## config.mk

```make
export PLATFORM = sky130hd
export DESIGN_NAME = fb_access_arbiter
export DESIGN_NICKNAME = d
export VERILOG_FILES = /design/src/rtl/fb_access_arbiter.sv
export SDC_FILE = /design/constraint.sdc
export NUM_CORES = 1
export LEC_CHECK = 0
export ABC_AREA = 0
export CAP_MARGIN = 20
export CORE_ASPECT_RATIO = 1.25
export CORE_MARGIN = 10
export CORE_UTILIZATION = 45
export CTS_CLUSTER_SIZE = 24
export DETAILED_ROUTE_END_ITERATION = 6
export GPL_TIMING_DRIVEN = 1
export PLACE_DENSITY = 0.89
export SETUP_SLACK_MARGIN = 0.2
export SLEW_MARGIN = 25
export SYNTH_ARGS = -nofsm -noshare
export SYNTH_HDL_FRONTEND = slang
export SYNTH_SLANG_ARGS = --single-unit
```

## constraint.sdc

```tcl
create_clock -name clk_i -period 2.1 [get_ports clk_i]
set_input_delay 0.42 -clock clk_i [delete_from_list [all_inputs] [get_ports clk_i]]
set_output_delay 0.42 -clock clk_i [all_outputs]
set_load 0.01 [all_outputs]
```

## src/rtl/fb_access_arbiter.sv

```systemverilog
// fb_access_arbiter: shares the single-port, synchronous-read frame-buffer RAM
// between VGA scan-out (strict priority, fixed 2-cycle latency) and the
// processor bus (pulse request / ack, one-entry request buffer).
//
// CPU FSM states
//   state | meaning
//   IDLE  | no CPU request in flight; a CPU_REQ is captured here
//   PEND  | request buffered, waiting for a cycle with no VGA fetch
//   DATA  | RAM accessed last cycle; read data arrives, ack issued next
module fb_access_arbiter #(
    parameter int ADDR_W       = 15,
    parameter int DATA_W       = 8,
    parameter int STARVE_LIMIT = 64
) (
    input  logic              clk_i,
    input  logic              rst_ni,
    input  logic              vga_req_i,
    input  logic [ADDR_W-1:0] vga_addr_i,
    output logic [DATA_W-1:0] vga_data_o,
    output logic              vga_valid_o,
    input  logic              cpu_req_i,
    input  logic              cpu_we_i,
    input  logic [ADDR_W-1:0] cpu_addr_i,
    input  logic [DATA_W-1:0] cpu_wdata_i,
    output logic              cpu_ack_o,
    output logic [DATA_W-1:0] cpu_rdata_o,
    output logic              overrun_o,
    output logic              starve_o,
    output logic [15:0]       stall_cnt_o,
    output logic              mem_en_o,
    output logic              mem_we_o,
    output logic [ADDR_W-1:0] mem_addr_o,
    output logic [DATA_W-1:0] mem_wdata_o,
    input  logic [DATA_W-1:0] mem_rdata_i
);

    localparam int WAIT_W = $clog2(STARVE_LIMIT + 1);
    localparam logic [WAIT_W-1:0] WAIT_MAX = WAIT_W'(STARVE_LIMIT);

    typedef enum logic [1:0] {
        IDLE = 2'd0,
        PEND = 2'd1,
        DATA = 2'd2
    } state_t;

    state_t              state_q, state_d;
    logic                we_q, we_d;
    logic [ADDR_W-1:0]   addr_q, addr_d;
    logic [DATA_W-1:0]   wdata_q, wdata_d;
    logic [WAIT_W-1:0]   wait_q, wait_d;
    logic [15:0]         stall_q, stall_d;
    logic                ovr_q, ovr_d;
    logic                ack_q, ack_d;
    logic [DATA_W-1:0]   rdata_q, rdata_d;
    logic                vga_rd_q;
    logic                vga_valid_q;
    logic [DATA_W-1:0]   vga_data_q;

    // CPU request FSM: capture, wait for a free RAM cycle, return data/ack
    always_comb begin
        state_d = state_q;
        we_d    = we_q;
        addr_d  = addr_q;
        wdata_d = wdata_q;
        wait_d  = wait_q;
        stall_d = stall_q;
        ovr_d   = ovr_q;
        ack_d   = 1'b0;
        rdata_d = rdata_q;
        unique case (state_q)
            IDLE: begin
                if (cpu_req_i) begin
                    we_d    = cpu_we_i;
                    addr_d  = cpu_addr_i;
                    wdata_d = cpu_wdata_i;
                    state_d = PEND;
                end
            end
            PEND: begin
                if (vga_req_i) begin
                    if (stall_q != 16'hFFFF) stall_d = stall_q + 16'd1;
                    if (wait_q != WAIT_MAX)  wait_d  = wait_q + 1'b1;
                end else begin
                    // Cleared on the grant so STARVE drops the following cycle.
                    wait_d  = '0;
                    state_d = DATA;
                end
            end
            DATA: begin
                if (!we_q) rdata_d = mem_rdata_i;
                ack_d   = 1'b1;
                wait_d  = '0;
                state_d = IDLE;
            end
            default: state_d = IDLE;
        endcase
        // Only one request can be buffered; anything arriving meanwhile is lost.
        if (cpu_req_i && (state_q != IDLE)) ovr_d = 1'b1;
    end

    // CPU FSM and status registers
    always_ff @(posedge clk_i or negedge rst_ni) begin
        if (!rst_ni) begin
            state_q <= IDLE;
            we_q    <= 1'b0;
            addr_q  <= '0;
            wdata_q <= '0;
            wait_q  <= '0;
            stall_q <= '0;
            ovr_q   <= 1'b0;
            ack_q   <= 1'b0;
            rdata_q <= '0;
        end else begin
            state_q <= state_d;
            we_q    <= we_d;
            addr_q  <= addr_d;
            wdata_q <= wdata_d;
            wait_q  <= wait_d;
            stall_q <= stall_d;
            ovr_q   <= ovr_d;
            ack_q   <= ack_d;
            rdata_q <= rdata_d;
        end
    end

    // RAM port mux: VGA always wins, the buffered CPU access fills idle slots
    always_comb begin
        mem_en_o    = 1'b0;
        mem_we_o    = 1'b0;
        mem_addr_o  = addr_q;
        mem_wdata_o = wdata_q;
        if (vga_req_i) begin
            mem_en_o   = 1'b1;
            mem_addr_o = vga_addr_i;
        end else if (state_q == PEND) begin
            mem_en_o = 1'b1;
            mem_we_o = we_q;
        end
    end

    // VGA ownership/valid pipeline: tag the read, then register the RAM data
    always_ff @(posedge clk_i or negedge rst_ni) begin
        if (!rst_ni) begin
            vga_rd_q    <= 1'b0;
            vga_valid_q <= 1'b0;
            vga_data_q  <= '0;
        end else begin
            vga_rd_q    <= vga_req_i;
            vga_valid_q <= vga_rd_q;
            if (vga_rd_q) vga_data_q <= mem_rdata_i;
        end
    end

    assign vga_data_o  = vga_data_q;
    assign vga_valid_o = vga_valid_q;
    assign cpu_ack_o   = ack_q;
    assign cpu_rdata_o = rdata_q;
    assign overrun_o   = ovr_q;
    assign starve_o    = (wait_q == WAIT_MAX);
    assign stall_cnt_o = stall_q;

endmodule

```

==> metrics.csv, run 1 <==
metric;value;unit
final setup fails;0;
Worst VDD drop;0.631;mV
Yosys warning count;0;
FF-to-FF setup slack;300;ps
Initial Utilization;0.469;
wire length per cell;17.0;um
Die H;113;um
unique cell type count in the Yosys netlist;38;
Fin Clk Skew;5.10;ps
first-pass GRT wire length;13.1;mm
layout cells sized above 1;0.296;
clk slew on worst S/H paths;70;ps
sum of negative setup slack;0;ps
CTS tree;built;
vias per cell;5.23;
H-Tree Depth;3;
placed inst area;0.00442;sq mm
area share of the largest cell type after synthesis;0.553;
Sinks on Clock Net;69;
WL final;8.11;mm
Final Max Slew Viols;0;
Bufs on Longest Clock Path;2;
ranking of synthesized cells by area;dfrtp_1 55%, mux2_2 20%, xor2_1 2.0%;
CP required;1680;ps
worst-path fanout max;8;
Vias;2488;
Compound-Gate Fraction of Synth Area;0.0453;
Final Hold Fails;0;
max_slew headroom;0.681;
status;completed;
Ports;112;
GR Overflow Total;0;
die area;0.0107;sq mm
design area;0.00478;sq mm
Port Buffers;111;
register area share after synthesis;0.553;
area share of fa/ha/maj cells after synthesis;0.0120;
DPL Wire Length;6.04;mm
Post-Syn Area;0.00312;sq mm
drt initial violations;73;
crit path cell chain;clkdlybuf4s15_2 > buf_12 > buf_12 > mux2_2 > clkdlybuf4s15_1;
largest area contributor in the netlist;dfrtp_1;
Worst Tran Pin Value;478;ps
cts bufs inserted;9;
row cnt;33;
crit-path max cell delay;320;ps
largest net degree at the start of global routing;37;
fin nets;438;
most frequent cells in the layout;91 x clkdlybuf4s50_1, 68 x dfrtp_1, 56 x mux2_2;
Worst EP arrival;1430;ps
All-Layer GR Usage;0.151;
Fmax achieved;540;MHz
Yosys reg bits;69;
min Tclk post-route;1850;ps
kind of critical path;in2out;
commonest non-fill, non-tap cell in the layout;clkdlybuf4s50_1;
Crit path top cell by count;buf_12;
vias in the first global route;2772;
CTS root buf;clkbuf_8;
Inst Count DP;448;
pre-CTS setup slack;-268;ps
Residual DRC;0;
Clk Latency, worst-skew pair;340;ps
Final Cycle Share;0.883;
Simple-Gate Fraction of Synth Area;0.126;
Cell Pwr Density;1020;mW/mm^2
CP Capture Type;output port;
synth-to-layout area growth;53.1;%
DRT Pass-1 Iters;4;
Worst Setup Slack, final;247;ps
Post-Syn Nets;300;
final cell count without fillers;476;
die width;94.5;um
largest family of logic cells by synthesized area;multiplexers;
Hold WC Path Type;in2async;
# diodes;0;
RSZ-0062 raised after global routing;false;
xor/xnor share of the synthesized area;0.0337;
max cap viols;0;
filler cell count;467;
Syn Area/Cell;12.7;sq um
Post-Synthesis Cells;246;
Placer Congestion;0.849;
Slowest cell on crit path;mux2_2;
area of the core;0.00665;sq mm
initial antenna violation count;0;
Hold WS;119;ps
Leak Pwr;2.06;nW
startpoint types;input pin;
Detail Route Antenna Nets;0;
mux contribution to synthesized area;0.210;
==> flip-flops by register name, summed over array words and instances (netlist names) <==
signal	cells
wait_q	7
we_q	1
vga_rd_q	1
vga_data_o	8
stall_cnt_o	16
cpu_rdata_o	8
vga_valid_o	1
state_q	2
mem_wdata_o	8
cpu_ack_o	1
overrun_o	1
addr_q	15
==> synthesized netlist by cell type <==
library cell and number:
a32oi_1 2, nor4_1 4, xor2_1 7, nor2_1 6
o31ai_1 3, a21oi_1 1, dfrtp_1 69, nand3b_1 1
inv_1 5, nor3_1 4, a31oi_1 3, a21boi_0 1
clkbuf_1 5, and4_1 1, xnor2_1 5, or3_1 3
and3_1 4, ha_1 3, a22oi_1 3, nand4_1 5
mux2_2 56, and2_1 3, buf_2 3, o21a_1 1
nand2b_1 2, nor4b_1 1, nor2b_1 3, mux2i_1 1
o21ai_0 8, nor2_2 2, nor3b_1 1, nor4_4 1
mux2_4 1, nand4_2 1, nand2_1 15, nand3_1 9
nand4_4 1, buf_1 2
==> repair_timing <==
action / 4_1_cts / 5_1_grt
cloned: 0 / 0
setup buffers: 8 / 4
endpoints found under the setup margin: 20 / 20
hold buffers: 0 / 0
pin swaps: 2 / 3
resized for setup: 30 / 20
==> cells by family after synthesis <==
| logic type | count (synthesis) |
|---|---|
| AND/OR/NAND/NOR | 67 |
| adder cells (fa/ha/maj) | 3 |
| XOR/XNOR | 12 |
| buffers and inverters | 15 |
| multiplexers | 58 |
| flip-flops | 69 |
| AO/OA/AOI/OAI | 22 |
==> through the flow <==
stage                util  total power, mW
detailed placement  0.666             3.75
global placement    0.666             3.68
global route        0.719             5.18
finish              0.719             4.89
floorplan               -             2.77
CTS                 0.710             4.92
==> routing by layer <==
layer,wire [um],track usage,up-vias
met1,3020,0.160,1203
met3,858,0.0615,22
li1,-,-,1158
met4,195,0.0850,0
met5,0,0,-
met2,4040,0.248,105
==> worst max-delay path: cells and delay by family <==
family	cells	cell delay [ps]
buf+inv	4	680
mux	1	320
==> final timing paths <==
path                                        start                          to  cells past startpoint
setup / recovery                        vga_req_i               mem_addr_o[2]                      5
hold / removal                             rst_ni   vga_data_o[0]$_DFFE_PN0P_                      2
setup reg to reg           state_q[1]$_DFFE_PN0P_  stall_cnt_o[7]$_DFFE_PN0P_                      5
hold reg to reg             overrun_o$_DFFE_PN0P_       overrun_o$_DFFE_PN0P_                      1
max in group asynchronous                  rst_ni       wait_q[3]$_DFFE_PN0P_                      2
min in group clk_i          overrun_o$_DFFE_PN0P_       overrun_o$_DFFE_PN0P_                      1
==> layout make-up <==
cell class	instances	area (sq um)	area share
tap	87	109	0.0228
sequential	69	1730	0.362
inverter	5	18.8	0.00393
timing repair buffer	137	1340	0.280
clock buffer	12	155	0.0325
multi-input combinational	162	1360	0.284
clock inverter	4	70.1	0.0147
==> power by group <==
part	total, mW	internal (mW)	switching (mW)
logic	1.71	1.03	0.677
clock network	1.20	0.730	0.466
registers	1.98	1.71	0.276
(Power assumes the default switching activity.)
==> run 2, diff against run 1 <==
==> constraint.sdc (replaced) <==
create_clock -name clk_i -period 2.1 [get_ports clk_i]
set_input_delay 0.63 -clock clk_i [delete_from_list [all_inputs] [get_ports clk_i]]
set_output_delay 0.63 -clock clk_i [all_outputs]
set_load 0.01 [all_outputs]
==> metrics.csv, run 2 (same netlist as run 1, synthesis figures left out) <==
metric;value;unit;change
# diodes;0;;unchanged
WL met3;827;um;-3.6%
placed inst area;0.00448;sq mm;+1.2%
drt initial violations;67;;-8.2%
startpoint types;flop;;
layout cells sized above 1;0.351;;+0.0549
Leak Pwr;2.34;nW;+13%
Final Cycle Share;0.958;;+0.0757
met1 wire length;3.32;mm;+10%
largest net degree at the start of global routing;38;;+2.7%
Sinks on Clock Net;69;;unchanged
final setup fails;0;;unchanged
final cell count without fillers;475;;-0.21%
Initial Utilization;0.469;;unchanged
H-Tree Depth;3;;unchanged
vias in the first global route;2722;;-1.8%
min Tclk post-route;2010;ps;+159 ps
kind of critical path;reg2out;;
Worst EP arrival;1380;ps;-50 ps
worst-path fanout max;2;;-6
initial antenna violation count;0;;unchanged
clk slew on worst S/H paths;60;ps;about the same
row cnt;33;;unchanged
fin nets;439;;+0.23%
crit-path max cell delay;410;ps;+90 ps
die area;0.0107;sq mm;unchanged
Die H;113;um;unchanged
Inst Count DP;455;;+1.6%
RSZ-0062 raised after global routing;true;;
DPL Wire Length;6.25;mm;+3.5%
Finished Core Util;0.730;;+0.0117
design area;0.00485;sq mm;+1.6%
met2 WL post-DR;4.24;mm;+4.8%
Worst Setup Slack, final;87.7;ps;-159 ps
CTS tree;built;;
commonest non-fill, non-tap cell in the layout;dfrtp_1;;
wire length per cell;18.0;um;+5.5%
Ports;112;;unchanged
Slowest cell on crit path;dfrtp_1;;
status;completed;;
most frequent cells in the layout;63 x dfrtp_1, 48 x clkdlybuf4s50_1, 41 x mux2_2;;
GR Overflow Total;0;;unchanged
Bufs on Longest Clock Path;2;;unchanged
Worst Tran Pin Value;480;ps;+1.85 ps
DRT Pass-1 Iters;4;;unchanged
area of the core;0.00665;sq mm;unchanged
max cap viols;0;;unchanged
die width;94.5;um;unchanged
Fmax achieved;497;MHz;-7.9%
Worst VDD drop;0.664;mV;+5.3%
All-Layer GR Usage;0.161;;+0.0102
CTS root buf;clkbuf_8;;
FF-to-FF setup slack;350;ps;+50 ps
Port Buffers;111;;unchanged
Residual DRC;0;;unchanged
hold_buf cts;0;;unchanged
Largest register FFs;16;;unchanged
Hold WC Path Type;in2async;;
Final Max Slew Viols;0;;unchanged
pre-CTS setup slack;-693;ps;-425 ps
WL final;8.55;mm;+5.3%
Placer Congestion;0.846;;-0.32%
synth-to-layout area growth;55.6;%;
CP Capture Type;output port;;
first-pass GRT wire length;13.7;mm;+5.0%
highest metal used;met4;;
vias per cell;5.21;;-0.31%
Vias;2475;;-0.52%
Fin Clk Skew;10.4;ps;+5.35 ps
critical path's top delay family;simple AND/OR/NAND/NOR gates;;
CP required;1470;ps;-210 ps
CP bufs+invs;1;;-3
max_slew headroom;0.680;;-0.00123
Cell Pwr Density;973;mW/mm^2;-5.0%
cts bufs inserted;9;;unchanged
Clk Latency, worst-skew pair;330;ps;about the same
crit path cell chain;nor4_4 > and3_4 > buf_6;;
Hold WS;336;ps;+217 ps
Final Hold Fails;0;;unchanged
Detail Route Antenna Nets;0;;unchanged
run 2: worst paths after layout:
check / startpoint / endpoint / cells past startpoint
setup / recovery: wait_q[3]$_DFFE_PN0P_ / starve_o / 3
hold / removal: rst_ni / vga_data_o[1]$_DFFE_PN0P_ / 2
setup reg to reg: stall_cnt_o[0]$_DFFE_PN0P_ / stall_cnt_o[1]$_DFFE_PN0P_ / 6
hold reg to reg: overrun_o$_DFFE_PN0P_ / overrun_o$_DFFE_PN0P_ / 1
max in group asynchronous: rst_ni / stall_cnt_o[3]$_DFFE_PN0P_ / 2
min in group clk_i: overrun_o$_DFFE_PN0P_ / overrun_o$_DFFE_PN0P_ / 1
run 2: what timing repair did:
action | CTS | global route
pin swaps | 2 | 3
cloned | 2 | 0
buffers inserted | 2 | 2
setup endpoints to repair | 51 | 34
gates resized for setup | 152 | 22
run 2: layer usage:
| metal | global-route usage | vias to the layer above |
|---|---|---|
| met4 | 0.0700 | 0 |
| met5 | 0 | - |
| met3 | 0.0688 | 14 |
| met1 | 0.175 | 1194 |
| li1 | - | 1168 |
| met2 | 0.267 | 99 |
run 2: area by class of cell:
class | instances | area (sq um)
Clock buffer | 12 | 155
Tap cell | 87 | 109
Inverter | 5 | 18.8
Fill cell | 465 | 1790
Timing Repair Buffer | 138 | 1400
Sequential cell | 69 | 1730
Multi-Input combinational cell | 162 | 1430
Clock inverter | 2 | 10.0
run 2: where the power goes:
| group | internal (mW) | total, mW | switching, mW |
|---|---|---|---|
| Clock | 0.476 | 0.917 | 0.441 |
| Combinational | 1.10 | 1.81 | 0.707 |
| Sequential | 1.71 | 2.00 | 0.284 |
run 2: through the flow:
stage / power (mW) / setup TNS (ps)
after floorplan: 2.78 / 0
after global placement: 3.71 / -15110
after detailed placement: 3.77 / -16390
after CTS: 4.77 / 0
after global routing: 5.03 / 0
final: 4.72 / 0
==> run 3, diff against run 2 <==
Settings changed: CAP_MARGIN 20 to default, SKIP_LAST_GASP from default to 1.
==> results of run 3 <==
The final DEF is identical to that of run 2; final timing and power are the same.
